## src/rtl/key_scan_pkg.sv

```systemverilog
// Shared definitions for the keypad scanner: FSM states, column strobes,
// elevator key codes and small index helpers.
package key_scan_pkg;

  typedef enum logic [1:0] {
    SCAN     = 2'd0,
    DEBOUNCE = 2'd1,
    PRESSED  = 2'd2,
    RELEASE  = 2'd3
  } scan_state_t;

  localparam logic [3:0] COL0 = 4'b1110;
  localparam logic [3:0] COL1 = 4'b1101;
  localparam logic [3:0] COL2 = 4'b1011;
  localparam logic [3:0] COL3 = 4'b0111;

  localparam logic [3:0] FLOOR0    = 4'd0;
  localparam logic [3:0] FLOOR1    = 4'd1;
  localparam logic [3:0] FLOOR2    = 4'd2;
  localparam logic [3:0] FLOOR3    = 4'd3;
  localparam logic [3:0] KEY_OPEN  = 4'd4;
  localparam logic [3:0] KEY_CLOSE = 4'd5;
  localparam logic [3:0] KEY_ALARM = 4'd6;

  // Lowest-numbered low row wins when several keys share a column.
  function automatic logic [1:0] row_index(input logic [3:0] rows);
    if (!rows[0])      return 2'd0;
    else if (!rows[1]) return 2'd1;
    else if (!rows[2]) return 2'd2;
    else               return 2'd3;
  endfunction

  function automatic logic [1:0] col_index(input logic [3:0] col);
    case (col)
      COL0:    return 2'd0;
      COL1:    return 2'd1;
      COL2:    return 2'd2;
      default: return 2'd3;
    endcase
  endfunction

  function automatic logic [3:0] next_col(input logic [3:0] col);
    return {col[2:0], col[3]};
  endfunction

endpackage

```

## src/rtl/scan_tick_gen.sv

```systemverilog
// Free-running divider: one-cycle tick every SCAN_DIV clkin cycles.
// Shared with the multiplexed display driver.
module scan_tick_gen #(
  parameter int SCAN_DIV = 25000
) (
  input  logic clkin,
  input  logic rst,
  output logic tick
);

  localparam int CW = (SCAN_DIV > 1) ? $clog2(SCAN_DIV) : 1;

  logic [CW-1:0] cnt;

  assign tick = (cnt == CW'(SCAN_DIV - 1));

  always_ff @(posedge clkin or posedge rst) begin
    if (rst)       cnt <= '0;
    else if (tick) cnt <= '0;
    else           cnt <= cnt + CW'(1);
  end

endmodule

```

## src/rtl/key_scan_4x4.sv

```systemverilog
// 4x4 keypad scanner: strobes columns, debounces press/release, emits key code.
// Build option KEY_SCAN_REPEAT_EN adds auto-repeat while a key stays held.
module key_scan_4x4
  import key_scan_pkg::*;
#(
  parameter int SCAN_DIV       = 25000,
  parameter int DEBOUNCE_TICKS = 10,
  parameter int REPEAT_DELAY   = 500,
  parameter int REPEAT_PERIOD  = 100
) (
  input  logic       clkin,
  input  logic       rst,
  input  logic [3:0] row_in,
  output logic [3:0] col_out,
  output logic [3:0] key_code,
  output logic       key_valid,
  output logic       key_held
);

  localparam int         DCW       = $clog2(DEBOUNCE_TICKS + 1);
  localparam logic [3:0] ROWS_IDLE = 4'b1111;

  logic           tick;
  logic [3:0]     row_meta;
  logic [3:0]     row_s;
  logic [3:0]     row_lat;
  logic [3:0]     code_lat;
  logic [DCW-1:0] deb_cnt;
  logic           deb_done;
  scan_state_t    state;

  scan_tick_gen #(.SCAN_DIV(SCAN_DIV)) u_tick (
    .clkin (clkin),
    .rst   (rst),
    .tick  (tick)
  );

  // Rows idle high, so the synchronizer resets to the released pattern.
  always_ff @(posedge clkin or posedge rst) begin
    if (rst) begin
      row_meta <= ROWS_IDLE;
      row_s    <= ROWS_IDLE;
    end else begin
      row_meta <= row_in;
      row_s    <= row_meta;
    end
  end

  assign deb_done = (deb_cnt >= DCW'(DEBOUNCE_TICKS - 1));

`ifdef KEY_SCAN_REPEAT_EN
  localparam int RMAX = (REPEAT_DELAY > REPEAT_PERIOD) ? REPEAT_DELAY : REPEAT_PERIOD;
  localparam int RCW  = $clog2(RMAX + 1);

  logic [RCW-1:0] rep_cnt;
  logic           rep_armed;
  logic           rep_fire;

  assign rep_fire = rep_armed ? (rep_cnt >= RCW'(REPEAT_PERIOD - 1))
                              : (rep_cnt >= RCW'(REPEAT_DELAY - 1));
`else
  // Repeat timing is inert in this build; the block only keeps both parameters referenced.
  if (REPEAT_DELAY < 1 || REPEAT_PERIOD < 1) begin : g_repeat_cfg_unused
  end
`endif

  always_ff @(posedge clkin or posedge rst) begin
    if (rst) begin
      state     <= SCAN;
      col_out   <= COL0;
      key_code  <= '0;
      key_valid <= 1'b0;
      key_held  <= 1'b0;
      deb_cnt   <= '0;
      row_lat   <= ROWS_IDLE;
      code_lat  <= '0;
`ifdef KEY_SCAN_REPEAT_EN
      rep_cnt   <= '0;
      rep_armed <= 1'b0;
`endif
    end else begin
      key_valid <= 1'b0;
      if (tick) begin
        case (state)
          SCAN: begin
            if (row_s == ROWS_IDLE) begin
              col_out <= next_col(col_out);
            end else begin
              code_lat <= {row_index(row_s), col_index(col_out)};
              row_lat  <= row_s;
              deb_cnt  <= DCW'(1);
              state    <= DEBOUNCE;
            end
          end
          DEBOUNCE: begin
            if (row_s == row_lat) begin
              deb_cnt <= deb_cnt + DCW'(1);
              if (deb_done) begin
                key_code  <= code_lat;
                key_valid <= 1'b1;
                key_held  <= 1'b1;
                state     <= PRESSED;
`ifdef KEY_SCAN_REPEAT_EN
                rep_cnt   <= '0;
                rep_armed <= 1'b0;
`endif
              end
            end else begin
              state <= SCAN;
            end
          end
          PRESSED: begin
            if (row_s == ROWS_IDLE) begin
              deb_cnt <= DCW'(1);
              state   <= RELEASE;
            end
`ifdef KEY_SCAN_REPEAT_EN
            else if (rep_fire) begin
              key_valid <= 1'b1;
              rep_cnt   <= '0;
              rep_armed <= 1'b1;
            end else begin
              rep_cnt <= rep_cnt + RCW'(1);
            end
`endif
          end
          RELEASE: begin
            if (row_s == ROWS_IDLE) begin
              deb_cnt <= deb_cnt + DCW'(1);
              if (deb_done) begin
                key_held <= 1'b0;
                col_out  <= next_col(col_out);
                state    <= SCAN;
              end
            end else begin
              state <= PRESSED;
`ifdef KEY_SCAN_REPEAT_EN
              rep_cnt   <= '0;
              rep_armed <= 1'b0;
`endif
            end
          end
          default: state <= SCAN;
        endcase
      end
    end
  end

endmodule
```

## config.mk

```make
export PLATFORM = sky130hd
export DESIGN_NAME = key_scan_4x4
export DESIGN_NICKNAME = d
export VERILOG_FILES = /design/src/rtl/key_scan_pkg.sv /design/src/rtl/scan_tick_gen.sv /design/src/rtl/key_scan_4x4.sv
export SDC_FILE = /design/constraint.sdc
export NUM_CORES = 1
export LEC_CHECK = 0
export ABC_AREA = 1
export CORE_MARGIN = 5
export CORE_UTILIZATION = 45
export CTS_CLUSTER_SIZE = 20
export DETAILED_ROUTE_END_ITERATION = 7
export PLACE_DENSITY = 0.67
export SYNTH_ARGS = -nofsm -noshare
export SYNTH_HDL_FRONTEND = slang
export SYNTH_SLANG_ARGS = --single-unit
```

## constraint.sdc

```tcl
create_clock -name clkin -period 3.8 [get_ports clkin]
set_clock_uncertainty 0.1 [all_clocks]
set_input_delay 0.76 -clock clkin [delete_from_list [all_inputs] [get_ports clkin]]
set_output_delay 0.76 -clock clkin [all_outputs]
set_load 0.02 [all_outputs]
```

==> results of run 1 <==
-- metal layers --
| layer | track usage, % | vias up | routed length (um) |
|---|---|---|---|
| met3 | 3.17 | 7 | 114 |
| li1 | - | 935 | - |
| met2 | 23.8 | 19 | 2130 |
| met5 | 0 | - | 0 |
| met1 | 16.8 | 840 | 1950 |
| met4 | 3.86 | 0 | 57 |
-- kinds of logic (layout without fill, tap and decap cells) --
kind of cell,Yosys count,in the layout,share of synthesized area [%]
buffers and inverters,49,70,8.32
flip-flops,47,47,49.7
AND/OR/NAND/NOR,157,157,30.9
XOR/XNOR,6,6,2.19
adder cells (fa/ha/maj),4,4,2.08
AO/OA/AOI/OAI,26,26,6.82
-- worst reg2reg max path, cell delays in order, from the launching register on --
cell	delay, ps
dfstp_2	560
inv_1	80
nand2_1	70
nand2_1	50
nor2_1	170
nand3_1	160
nand2_1	190
nand2_1	110
nand2_1	90
nand2_1	50
nand2_1	60
-- layout make-up --
cell class / count / area (um2)
inverter: 47 / 181
timing repair buffer: 15 / 150
clock buffer: 6 / 93.8
clock inverter: 2 / 15.0
fill: 523 / 2410
multi-input combinational: 193 / 1010
tap: 70 / 87.6
sequential: 47 / 1190
-- placed cells by master, fill, tap and decap left out, types with 2 or more instances in the layout --
| cell | synthesis | routed |
|---|---|---|
| o21ai_1 | 5 | 5 |
| ha_1 | 4 | 4 |
| nand2_2 | 6 | 6 |
| inv_1 | 42 | 41 |
| nor2_4 | 4 | 4 |
| dfrtp_1 | 32 | 32 |
| o21ai_2 | 8 | 8 |
| a21oi_1 | 9 | 9 |
| nand2_4 | 2 | 2 |
| dfstp_2 | 15 | 15 |
| xor2_1 | 4 | 4 |
| nand4_1 | 6 | 6 |
| nor2_2 | 3 | 3 |
| nand3_1 | 17 | 17 |
| clkbuf_8 | 0 | 5 |
| clkdlybuf4s50_1 | 0 | 15 |
| nand2_1 | 87 | 87 |
| xnor2_1 | 2 | 2 |
| o21ai_0 | 3 | 3 |
| nor2_1 | 21 | 21 |
| inv_2 | 4 | 5 |
| nor3_1 | 7 | 7 |
-- power groups by stage --
stage | clock [mW] | combinational (mW) | sequential, mW
finish | 0.347 | 0.0230 | 0.511
global route | 0.385 | 0.0274 | 0.512
CTS | 0.362 | 0.0244 | 0.511
detailed placement | 0 | 0.0243 | 0.520
global placement | 0 | 0.0241 | 0.520
floorplan | 0 | 0.0150 | 0.519
-- metrics by stage --
stage	std cells	power [mW]	cell area, um2	utilization [%]	hold slack (ps)
3_3_place_gp	372	0.544	2620	51.0	246
6_report	380	0.881	2730	53.2	261
4_1_cts	380	0.897	2730	53.2	262
5_1_grt	380	0.924	2730	53.2	270
3_5_place_dp	372	0.544	2620	51.0	247
2_1_floorplan	289	0.534	2400	-	245
-- state kept, by name, indices dropped and copies added, names as in the netlist --
signal,flops
key_held,1
u_tick.cnt,15
row_lat,4
code_lat,4
col_out,4
row_s,4
row_meta,4
key_code,4
state,2
key_valid,1
deb_cnt,4
-- worst min path at each step --
stage                startpoint  endpoint  slack, ps  depth (start not counted)
floorplan           row_meta[0]  row_s[0]        250                          0
global placement    row_meta[0]  row_s[0]        250                          0
detailed placement  row_meta[3]  row_s[3]        250                          0
CTS                 row_meta[3]  row_s[3]        260                          0
global route        row_meta[0]  row_s[0]        270                          0
finish              row_meta[3]  row_s[3]        260                          0
==> results by group, run 1 <==
Outcome
  – Outcome: completed

Power
  – Clock share of power: 39.4%
  – Power density over the cells: 322 nW/um2
  – Psw: 0.193 mW
  – Static leakage: 1.34 nW
  – Worst vdd ir: 211 uV
  – Sequential share of power: 58.0%
  – Net Sw Frac: 22.0%
  – Comb power frac: 2.6%
  – Internal power: 0.688 mW

Yosys
  – FFs w/ async S/R, synth: 100%
  – Netlist cell types: 28
  – Syn. warnings: 0
  – Most frequent cell after synthesis: nand2_1
  – Mapped Avg Cell Area: 8.32 um2
  – Area contributors post-synth: dfrtp_1, dfstp_2, nand2_1, inv_1, nand3_1
  – Seq/Total Area, Yosys: 49.7%
  – Number of synthesized flops with an enable pin: 0
  – Top FF cell, synth: dfrtp_1
  – Post-Syn Instances: 289
  – Syn nets: 299
  – Area share of the leading cell type in the synthesized netlist: 33.3%
  – Yosys reg bits: 47
  – Commonest cells post-synth: nand2_1, inv_1, dfrtp_1, nor2_1, nand3_1
  – Mapped Area: 2400 um2
  – Area leader, netlist: dfrtp_1

Global route
  – Antenna violations before repair: 0
  – Total Routing Usage GR: 13.6%
  – First-pass GRT wire length: 7940 um
  – Vias in the first global route: 1807
  – Largest net degree at the start of global routing: 48
  – Grt total ovfl: 0

Detailed routing
  – Antenna-violating nets left: 0
  – Starting DRT DRC Count: 75
  – Via count: 1801
  – DRC violations left: 0
  – Final wirelength: 4250 um
  – First drt pass iteration count: 4
  – Via density: 4.74
  – DR WL/cell: 11.2 um

Clock network
  – Cts hold-fix bufs: 0
  – Clk Latency, worst-skew pair: 300 ps
  – Clk buf depth: 2
  – Post-CTS Setup Inserts: 0
  – CTS H-Tree Depth: 2
  – Clock-pin slew on the worst setup and hold paths: 90 ps
  – Clk root buf: clkbuf_8
  – Clk sinks: 47
  – Num CTS Buffers: 5
  – TritonCTS clock tree: done
  – PostCTS Resize Cnt: 0

Timing
  – Minimum clock period: 2340 ps
  – Slew HR: 38.4%
  – Fin. max-slew vios: 0
  – Post-route setup slack: 1460 ps
  – Final hold vios: 0
  – RSZ-0062 raised after global routing: no
  – Worst Tran Pin Value: 923 ps
  – Fin crit share: 61.7%
  – Setup_tns: 0 ps
  – Max Clock Freq: 426 MHz
  – # setup viols final: 0

Layout
  – Share of cells above drive strength 1: 18.4%
  – # diodes: 0
  – Syn-to-layout area delta: 13.6%
  – Nets@finish: 319

Place
  – Gpl congestion: 0.824
  – I/O Buffers: 15
  – DP HPWL: 3180 um
  – Pre-CTS WS: 1700 ps

Worst setup path
  – CP peak stage delay: 610 ps
  – Critical path buffers and inverters: 1
  – Critical Path End: col_out[1]
  – Critical Path AT: 1480 ps
  – R2R depth: 10
  – Startpoint types: register
  – Crit Path Class: register to output pin
  – Critical path required time: 2940 ps
  – Slowest stage cell, crit path: clkdlybuf4s50_1
  – WP depth: 1
  – CP Launch Point: col_out[1]
  – Crit path max-delay family: buffers and inverters
  – Max FO, Critical Path: 5
  – CP Capture Type: output pin
  – Worst reg2reg setup slack: 2050 ps
  – Reg2Reg Capture Point: state[0]
  – Reg2reg start: row_s[1]
  – Critical path cell sequence: clkdlybuf4s50_1

Floorplanning
  – Number of top-level pins: 16
  – Die Span Y: 83.1 um
  – Die area: 6910 um2
  – Width of the die: 83.1 um
  – Rows: 26
  – Core Footprint: 5140 um2
  – Initial Utilization: 46.8%

Worst hold path
  – Worst hold path class: register to register

Job
  – Max Cap Viol: 0
No activity file was read; power rests on OpenSTA's default activity.
==> inputs of run 2 (changes only) <==
--- a/config.mk
+++ b/config.mk
@@ -10,7 +10,7 @@
 export CORE_UTILIZATION = 45
 export CTS_CLUSTER_SIZE = 20
 export DETAILED_ROUTE_END_ITERATION = 7
-export PLACE_DENSITY = 0.67
+export PLACE_DENSITY = 0.7
 export SYNTH_ARGS = -nofsm -noshare
 export SYNTH_HDL_FRONTEND = slang
 export SYNTH_SLANG_ARGS = --single-unit
==> constraint.sdc (replaced) <==
create_clock -name clkin -period 2.1 [get_ports clkin]
set_clock_uncertainty 0.1 [all_clocks]
set_input_delay 0.42 -clock clkin [delete_from_list [all_inputs] [get_ports clkin]]
set_output_delay 0.42 -clock clkin [all_outputs]
set_load 0.02 [all_outputs]
==> run 2 against run 1 <==
  * Sequential power grew 81%
  * Count of clock-buffer cells in the layout shrank 1
  * First-iteration DRC count shrank 40%
  * Power grew 74%
  * Register-to-register slack lost 1600 ps
==> results by group, run 2 (same netlist as run 1, synthesis figures left out) <==
Worst hold path
  – Worst hold path class: register to register
  – Hold-critical path depth: 0 (unchanged)
  – Hold path endpoint: row_s[1]
  – Min-delay src: row_meta[1]

Timing
  – Final hold vios: 0 (unchanged)
  – # setup viols final: 0 (unchanged)
  – Setup_tns: 0 ps (unchanged)
  – Max Clock Freq: 497 MHz
  – Minimum clock period: 2010 ps
  – Fin crit share: 95.8%
  – Fin. max-slew vios: 0 (unchanged)
  – Slew HR: 79.8% (+41 points)
  – RSZ-0062 raised after global routing: no
  – Worst Tran Pin Value: 301 ps (-622 ps)

Place
  – DP HPWL: 3120 um (-2.1%)
  – I/O Buffers: 15 (unchanged)
  – Gpl congestion: 0.860 (+4.3%)
  – Placed cell areas: 2640 um2 (+0.76%)

Floorplanning
  – Width of the die: 83.1 um (unchanged)
  – Rows: 26 (unchanged)
  – Initial Utilization: 46.8% (unchanged)
  – Core Footprint: 5140 um2 (unchanged)
  – Number of top-level pins: 16 (unchanged)
  – Die Span Y: 83.1 um (unchanged)
  – Die area: 6910 um2 (unchanged)

Global route
  – Vias in the first global route: 1802 (-0.28%)
  – Total Routing Usage GR: 13.3% (-0.35 points)
  – Gr busiest metal: met2
  – Grt met3 use: 2.67% (-0.50 points)
  – Met1 Resource Use GR: 17.2% (+0.39 points)
  – Met2 GRT Util: 22.7% (-1.1 points)
  – Grt total ovfl: 0 (unchanged)
  – First-pass GRT wire length: 7770 um (-2.1%)
  – Antenna violations before repair: 0 (unchanged)
  – Largest net degree at the start of global routing: 48 (unchanged)

Worst setup path
  – Worst reg2reg setup slack: 410 ps (-1640 ps)
  – Max FO, Critical Path: 5 (unchanged)
  – R2R depth: 8 (-2)
  – Reg2reg start: u_tick.cnt[6]
  – Startpoint types: register
  – Critical path buffers and inverters: 1 (unchanged)
  – CP peak stage delay: 610 ps (about the same)
  – Critical Path AT: 1490 ps (about the same)
  – Critical path required time: 1580 ps (-1360 ps)
  – Crit Path Class: register to output pin
  – Slowest stage cell, crit path: clkdlybuf4s50_1
  – CP Capture Type: output pin
  – Critical path cell sequence: clkdlybuf4s50_1
  – Reg2Reg Capture Point: code_lat[2]
  – Crit path max-delay family: buffers and inverters

Detailed routing
  – DRC violations left: 0 (unchanged)
  – First drt pass iteration count: 4 (unchanged)
  – Final wirelength: 4200 um (-1.2%)
  – DR WL/cell: 11.0 um (-1.4%)
  – Via density: 4.68 (-1.2%)
  – Antenna-violating nets left: 0 (unchanged)
  – Via count: 1784 (-0.94%)
  – Starting DRT DRC Count: 45 (-40%)

Clock network
  – Cts hold-fix bufs: 0 (unchanged)
  – Clk root buf: clkbuf_8
  – Clk sinks: 47 (unchanged)
  – Post-CTS Setup Inserts: 0 (unchanged)
  – PostCTS Resize Cnt: 0 (unchanged)
  – Num CTS Buffers: 5 (unchanged)
  – TritonCTS clock tree: done
  – Clk Latency, worst-skew pair: 300 ps (about the same)
  – Clk buf depth: 2 (unchanged)
  – Clock-pin slew on the worst setup and hold paths: 90 ps (about the same)
  – CTS H-Tree Depth: 2 (unchanged)

Layout
  – Syn-to-layout area delta: 13.7% (about the same)
  – Post-route cell area: 2740 um2 (about the same)
  – # diodes: 0 (unchanged)
  – Share of cells above drive strength 1: 18.6% (+0.26 points)
  – Nets@finish: 320 (+0.31%)
  – Reg with most FFs: u_tick.cnt
  – Commonest non-fill, non-tap cell in the layout: nand2_1
  – Max reg flops: 15 (unchanged)
  – Most frequent cells in the layout: nand2_1, inv_1, dfrtp_1

Power
  – Worst vdd ir: 522 uV (+150%)
  – Psw: 0.355 mW (+83%)
  – Comb power frac: 3.0% (+0.4 points)
  – Sequential share of power: 60.4% (+2.4 points)
  – Power density over the cells: 560 nW/um2 (+74%)
  – Static leakage: 1.34 nW (-0.21%)
  – Net Sw Frac: 23.2% (+1.2 points)
  – Internal power: 1.18 mW (+71%)
  – Clock share of power: 36.6% (-2.8 points)

Job
  – Max Cap Viol: 0 (unchanged)

Outcome
  – Outcome: completed
==> run 2: cell count changes in the layout (fill, tap and decap cells not counted), sizes merged <==
cell      change
clkbuf        -1
clkinvlp      +1
buf           +1
==> run 2: metrics by stage <==
step	cells	util (%)	power (mW)	hold WS, ps	setup slack (ps)
final	381	53.2	1.53	260	88.6
after global routing	381	53.2	1.60	263	45.0
after CTS	381	53.2	1.56	262	76.9
after detailed placement	373	51.4	0.990	248	405
after global placement	373	51.4	0.988	245	418
after floorplan	289	-	0.967	245	489
==> run 2: worst max-delay path by stage <==
stage	start	to	slack, ps	cells past startpoint
global placement	u_tick.cnt[0]	u_tick.cnt[10]	420	8
global route	col_out[3]	col_out[3]	40	1
floorplan	rst	code_lat[0]	490	1
finish	col_out[1]	col_out[1]	90	1
detailed placement	u_tick.cnt[9]	code_lat[1]	400	8
CTS	col_out[1]	col_out[1]	80	1
==> run 2: per-layer routing <==
layer,wire length (um),share of wire (%),vias up
li1,-,-,936
met2,2030,48,33
met1,1980,47,808
met5,0,0,-
met4,59,1.4,0
met3,135,3.2,7
==> run 2: power by group through the flow <==
stage / sequential [mW] / combinational [mW] / clock [mW]
floorplan: 0.940 / 0.0271 / 0
global placement: 0.940 / 0.0481 / 0
detailed placement: 0.941 / 0.0488 / 0
CTS: 0.924 / 0.0488 / 0.582
global route: 0.925 / 0.0537 / 0.618
finish: 0.924 / 0.0464 / 0.560
==> run 2: cell type report <==
cell class | count | area (um2)
clock buffers | 5 | 68.8
clock inverters | 3 | 22.5
fillers | 521 | 2400
inverters | 47 | 181
multi-input cells | 193 | 1010
flip-flops and latches | 47 | 1190
well taps | 70 | 87.6
repair buffers | 16 | 170
==> inputs of run 3 (changes only) <==
--- a/config.mk
+++ b/config.mk
@@ -11,6 +11,7 @@
 export CTS_CLUSTER_SIZE = 20
 export DETAILED_ROUTE_END_ITERATION = 7
 export PLACE_DENSITY = 0.7
+export SLEW_MARGIN = 30
 export SYNTH_ARGS = -nofsm -noshare
 export SYNTH_HDL_FRONTEND = slang
 export SYNTH_SLANG_ARGS = --single-unit
==> results of run 3 <==
Same layout as run 2: the final DEF is identical, and so are final timing and power.
